File: src/rtl/join_none_pkg.sv
// Shared constants for the join_none launcher: default task delays, widths
// and the bit index assigned to each task in the begin/done/busy vectors.
package join_none_pkg;

  localparam int DEF_DLY_ONE   = 30;
  localparam int DEF_DLY_TWO   = 40;
  localparam int DEF_DLY_THREE = 50;
  localparam int DEF_CNT_W     = 8;
  localparam int DEF_TIME_W    = 32;

  localparam int NUM_TASKS = 3;
  localparam int IDX_ONE   = 0;
  localparam int IDX_TWO   = 1;
  localparam int IDX_THREE = 2;

endpackage : join_none_pkg

File: src/rtl/task_timer.sv
// One task slot: load starts a run of dly_i cycles; done_o pulses and busy_o
// drops together on the final cycle of the run.
module task_timer #(
  parameter int CNT_W = 8
) (
  input  logic             clk,
  input  logic             rst,
  input  logic             load_i,
  input  logic [CNT_W-1:0] dly_i,
  output logic             busy_o,
  output logic             done_o
);

  logic [CNT_W-1:0] cnt_q, cnt_d;
  logic             busy_q, busy_d;
  logic             done_q, done_d;

  // NOTE: every next-state signal gets a default first so no path leaves it unassigned (no latch).
  always_comb begin
    cnt_d  = cnt_q;
    busy_d = busy_q;
    done_d = 1'b0;
    if (load_i) begin
      cnt_d  = dly_i;
      busy_d = 1'b1;
    end else if (busy_q) begin
      if (cnt_q == CNT_W'(1)) begin
        cnt_d  = '0;
        busy_d = 1'b0;
        done_d = 1'b1;
      end else begin
        cnt_d = cnt_q - CNT_W'(1);
      end
    end
  end

  // NOTE: state registers use non-blocking assignments so all flops update from pre-edge values.
  always_ff @(posedge clk or posedge rst) begin
    if (rst) begin
      cnt_q  <= '0;
      busy_q <= 1'b0;
      done_q <= 1'b0;
    end else begin
      cnt_q  <= cnt_d;
      busy_q <= busy_d;
      done_q <= done_d;
    end
  end

  assign busy_o = busy_q;
  assign done_o = done_q;

endmodule : task_timer

File: src/rtl/join_none_launcher.sv
// Launches ONE, TWO (fire-and-forget) and parent THREE together; parent_done_o
// follows THREE only. Define JOIN_NONE_STAMP_EN to add begin/done timestamps.
module join_none_launcher
  import join_none_pkg::*;
#(
  parameter int DLY_ONE   = DEF_DLY_ONE,
  parameter int DLY_TWO   = DEF_DLY_TWO,
  parameter int DLY_THREE = DEF_DLY_THREE,
  parameter int CNT_W     = DEF_CNT_W,
  parameter int TIME_W    = DEF_TIME_W
) (
  input  logic                 clk,
  input  logic                 rst,
  input  logic                 start,
  output logic [NUM_TASKS-1:0] begin_o,
  output logic [NUM_TASKS-1:0] done_o,
  output logic [NUM_TASKS-1:0] busy_o,
  output logic                 parent_done_o,
  output logic [TIME_W-1:0]    time_o
`ifdef JOIN_NONE_STAMP_EN
  ,
  output logic [NUM_TASKS-1:0][TIME_W-1:0] stamp_begin_o,
  output logic [NUM_TASKS-1:0][TIME_W-1:0] stamp_done_o
`endif
);

  // Each delay must lie in 1..2^CNT_W-1 to fit the down-counter.
  localparam logic [NUM_TASKS-1:0][CNT_W-1:0] DLY_VEC =
    {CNT_W'(DLY_THREE), CNT_W'(DLY_TWO), CNT_W'(DLY_ONE)};

  logic [NUM_TASKS-1:0] busy, done;
  logic [NUM_TASKS-1:0] begin_q, begin_d;
  logic [TIME_W-1:0]    time_q, time_d;
  logic                 accept;

  // A done pulse marks the cycle the last busy bit fell; starts are held off for it.
  assign accept  = start && (busy == '0) && (done == '0);
  assign begin_d = {NUM_TASKS{accept}};
  assign time_d  = time_q + TIME_W'(1);

  for (genvar i = 0; i < NUM_TASKS; i++) begin : g_timer
    task_timer #(.CNT_W(CNT_W)) u_timer (
      .clk    (clk),
      .rst    (rst),
      .load_i (accept),
      .dly_i  (DLY_VEC[i]),
      .busy_o (busy[i]),
      .done_o (done[i])
    );
  end

  always_ff @(posedge clk or posedge rst) begin
    if (rst) begin
      begin_q <= '0;
      time_q  <= '0;
    end else begin
      begin_q <= begin_d;
      time_q  <= time_d;
    end
  end

`ifdef JOIN_NONE_STAMP_EN
  logic [NUM_TASKS-1:0][TIME_W-1:0] stamp_begin_q, stamp_done_q;

  // Captured the edge after each pulse, so time_q is the pulse cycle's time.
  always_ff @(posedge clk or posedge rst) begin
    if (rst) begin
      stamp_begin_q <= '0;
      stamp_done_q  <= '0;
    end else begin
      for (int i = 0; i < NUM_TASKS; i++) begin
        if (begin_q[i]) stamp_begin_q[i] <= time_q;
        if (done[i])    stamp_done_q[i]  <= time_q;
      end
    end
  end

  assign stamp_begin_o = stamp_begin_q;
  assign stamp_done_o  = stamp_done_q;
`endif

  assign begin_o       = begin_q;
  assign done_o        = done;
  assign busy_o        = busy;
  assign parent_done_o = done[IDX_THREE];
  assign time_o        = time_q;

endmodule : join_none_launcher

File: config.mk
export PLATFORM = sky130hd
export DESIGN_NAME = join_none_launcher
export DESIGN_NICKNAME = d
export VERILOG_FILES = /design/src/rtl/join_none_pkg.sv /design/src/rtl/task_timer.sv /design/src/rtl/join_none_launcher.sv
export SDC_FILE = /design/constraint.sdc
export NUM_CORES = 1
export LEC_CHECK = 0
export CORE_ASPECT_RATIO = 1.75
export CORE_MARGIN = 8
export CORE_UTILIZATION = 45
export CTS_BUF_LIST = sky130_fd_sc_hd__clkbuf_8
export DETAILED_ROUTE_END_ITERATION = 10
export HOLD_SLACK_MARGIN = 0.12
export PLACE_DENSITY = 0.71
export REMOVE_ABC_BUFFERS = 1
export SLEW_MARGIN = 20
export SYNTH_ARGS = -nofsm -noshare
export SYNTH_HDL_FRONTEND = slang
export SYNTH_SLANG_ARGS = --single-unit
File: constraint.sdc
create_clock -name clk -period 1.88 [get_ports clk]
set_input_delay 0.282 -clock clk [delete_from_list [all_inputs] [get_ports clk]]
set_output_delay 0.282 -clock clk [all_outputs]
set_load 0.02 [all_outputs]
==> results.yml <==
worst_setup_path:
  reg2reg_depth: 5
  required_ns: 2.12
  critPathKind: "reg2reg"
  max_stage_delay_ns: 0.57
  crit_family: "compound AO/OA/AOI/OAI gates"
  r2r_end: "g_timer[2].u_timer.cnt_q[3]"
  crit_chain: "or4_4, o41ai_4, buf_4, o22ai_1, a21o_1"
  worst_setup_path_start_kind: "flip-flop"
  cp_slowest_cell: "or4_4"
  r2r_start: "g_timer[2].u_timer.cnt_q[3]"
  end_kind: "flip-flop"
  r2r_slack_ns: -0.02
  cp_max_fo: 6
  arrival_ns: 2.13
  crit_buf_inv: 1
cts:
  hold_buffers: 0
  h-tree-depth: 3
  cts.clk_slew.worst_paths_ns: 0.07
  clk_latency_ns: 0.34
  clockBufferDepth: 2
  cts_made_buffers: 9
  cts.sinks: 63
  clockRootBuffer: "clkbuf_8"
  cts_tree: "done"
floorplanning:
  die_h_um: 125
  dieArea_um2: 9780
  fp-row-count: 40
  initial_core_util_pct: 45.5
  die_w_um: 78.3
  io_pins: 45
  core-area_um2: 6710
grt:
  grt_overflow: 0
  grtUsageTotal_pct: 14.8
  antenna_found_initial: 0
  grt_first_pass_wirelength_um: 11700
  grt_max_degree: 64
  grt_pass1_vias: 2529
logic_synthesis:
  yosysTopAreaCellShare_pct: 51.6
  yosysWarnings: 0
  synth_area_per_cell_um2: 10.4
  yosys_most_used_dff: "dfrtp_1"
  ys_seq_area_share_pct: 51.6
  ys_types: 46
  synth_cells: 294
  synthArstFlopShare_pct: 100
  synth_seq_cells: 63
  syn_area_um2: 3050
  synth-edff-count: 0
  yosys-top-cells-area: "dfrtp_1 52%, xnor2_1 7.2%, nand3_1 3.6%"
  synth_top_area_cell: "dfrtp_1"
sta:
  worst_slew_pin_slew_ns: 0.535
  max_freq_mhz: 527
  slew_headroom_pct: 64.0
  fin_crit_sh_pct: 101
  setup_slack_ns: -0.0166
  hold_violations: 0
  finClkSkew_ns: 0.00723
  hold_ws_ns: 0.310
  finalSetupViolations: 2
  period_minus_slack_ns: 1.90
  drv_slew: 0
  rsz0062_at_grt: "true"
power_and_ir_drop:
  p_leak_nw: 1.77
  fin_total_pwr_mw: 2.61
  peakVddDrop_uv: 497
  cellPowerDensity_nw_per_um2: 661
drt:
  drt-met1-wl_um: 2600
  post-route-drc-count: 0
  first_pass_iters: 4
  drtAntennaViolNets: 0
  routed-wl-met2_um: 3490
  wl_um: 6710
  topRoutingLayerUsed: "met4"
  viasPerCell: 5.33
  drt_iter0_markers: 108
  wl_met3_um: 447
  vias: 2397
  wl_per_cell_um: 14.9
run_status:
  violations: "negative setup slack"
  status: "finished with violations"
layout:
  utilization_pct: 58.8
  n_fill_cell: 588
  layout.nets: 371
  diodes: 0
  drive_gt1_share_pct: 14.8
  syn_to_final_growth_pct: 29.1
placement:
  dp_hpwl_um: 4780
  place_congestion: 0.791
  place_ws_ns: 0.0152
  port_buffers: 44
hold_path:
  hold_class: "in2async"
flow_run:
  drv_cap: 0
[through the flow]
stage / setup TNS (ns) / std cells / instance area, um2
3_5_place_dp: 0 / 430 / 3690
3_3_place_gp: 0 / 430 / 3690
5_1_grt: -0.135 / 450 / 3940
6_report: -0.0233 / 450 / 3940
2_1_floorplan: -0.725 / 282 / 2980
4_1_cts: 0 / 446 / 3890
[cells in the mapped netlist (all sizes together), types with 3 or more instances]
library cell and count:
or3 6, and3 8, mux2i 4, inv 14
nand4 11, or4b 3, ha 7, buf 9
nand2 29, nor2 14, clkbuf 3, a21oi 9
xnor2 25, o21ai 8, dfrtp 63, nor4 4
a21o 4, nand3 22, xor2 6, o22ai 5
nor3 12, nor3b 5
[power breakdown]
part           switching (mW)  internal (mW)  total, mW
Sequential                  0           1.36       1.36
Clock                   0.505          0.711       1.22
Combinational          0.0271        0.00850     0.0356
Total                   0.532           2.08       2.61
[layer usage]
metal | vias up | track usage [%]
li1 | 1156 | -
met1 | 1170 | 14.6
met5 | - | 0
met3 | 11 | 6.60
met2 | 60 | 25.2
met4 | 0 | 7.24
[worst max-delay path by stage]
stage               slack, ns  cells past startpoint                         from                          end
finish                  -0.02                      5  g_timer[2].u_timer.cnt_q[3]  g_timer[2].u_timer.cnt_q[3]
global route            -0.07                      5  g_timer[2].u_timer.cnt_q[3]  g_timer[2].u_timer.cnt_q[6]
CTS                      0.03                      2    g_timer[2].u_timer.busy_o                    busy_o[2]
detailed placement       0.02                      6                        start  g_timer[2].u_timer.cnt_q[6]
floorplan               -0.21                      5    g_timer[2].u_timer.busy_o  g_timer[2].u_timer.cnt_q[6]
global placement         0.04                      6                        start  g_timer[2].u_timer.cnt_q[6]
[sequential cells by signal, indices dropped and copies added (netlist names)]
signal and cells:
begin_o 1, g_timer.u_timer.busy_o 3, g_timer.u_timer.cnt_q 24, g_timer.u_timer.done_o 3
time_o 32
[timing repair]
item	4_1_cts	5_1_grt
endpoints found under the setup margin	0	9
resized for setup	0	6
hold endpoints to repair	0	0
setup buffers	0	4
[kinds of logic (layout without fill, tap and decap cells)]
kind of cell	after synthesis	after routing	share of synthesized area (%)
AND/OR/NAND/NOR	127	127	23.3
flip-flops	63	63	51.6
AO/OA/AOI/OAI	35	35	7.66
XOR/XNOR	31	31	8.89
buffers and inverters	27	99	4.34
adder cells (fa/ha/maj)	7	7	2.87
multiplexers	4	4	1.31
[layout by cell type, fill, tap and decap left out, drive strengths merged, types with 2 or more instances in the layout]
master,n
o31ai,2
or4b,3
o22ai,5
a21o,4
nor3b,5
and4,2
buf,24
or3,6
a21oi,9
nor2,14
nor3,12
nand4,11
clkbuf,12
nand3,22
xor2,6
xnor2,25
nand2b,2
ha,7
clkdlybuf4s50,43
o21ai,8
and3,8
mux2i,4
nor4,4
nand2,29
or4,2
clkinv,3
inv,15
dfrtp,63
a31oi,2
[area by class of cell]
cell class | count | area [um2] | share of cell area (%)
Sequential cell | 63 | 1580 | 40.0
Multi-Input combinational cell | 204 | 1360 | 34.5
Timing Repair Buffer | 68 | 636 | 16.1
Clock buffer | 12 | 165 | 4.19
Tap cell | 84 | 105 | 2.66
Inverter | 15 | 56.3 | 1.43
Clock inverter | 4 | 43.8 | 1.11
[worst register-to-register path, delay by kind of cell (launching register included)]
kind	cells	cell delay, ns
compound gates	3	0.64
simple gates	1	0.57
buf+inv	1	0.20
flops	1	0.38
Power figures use the tool's default switching activity.
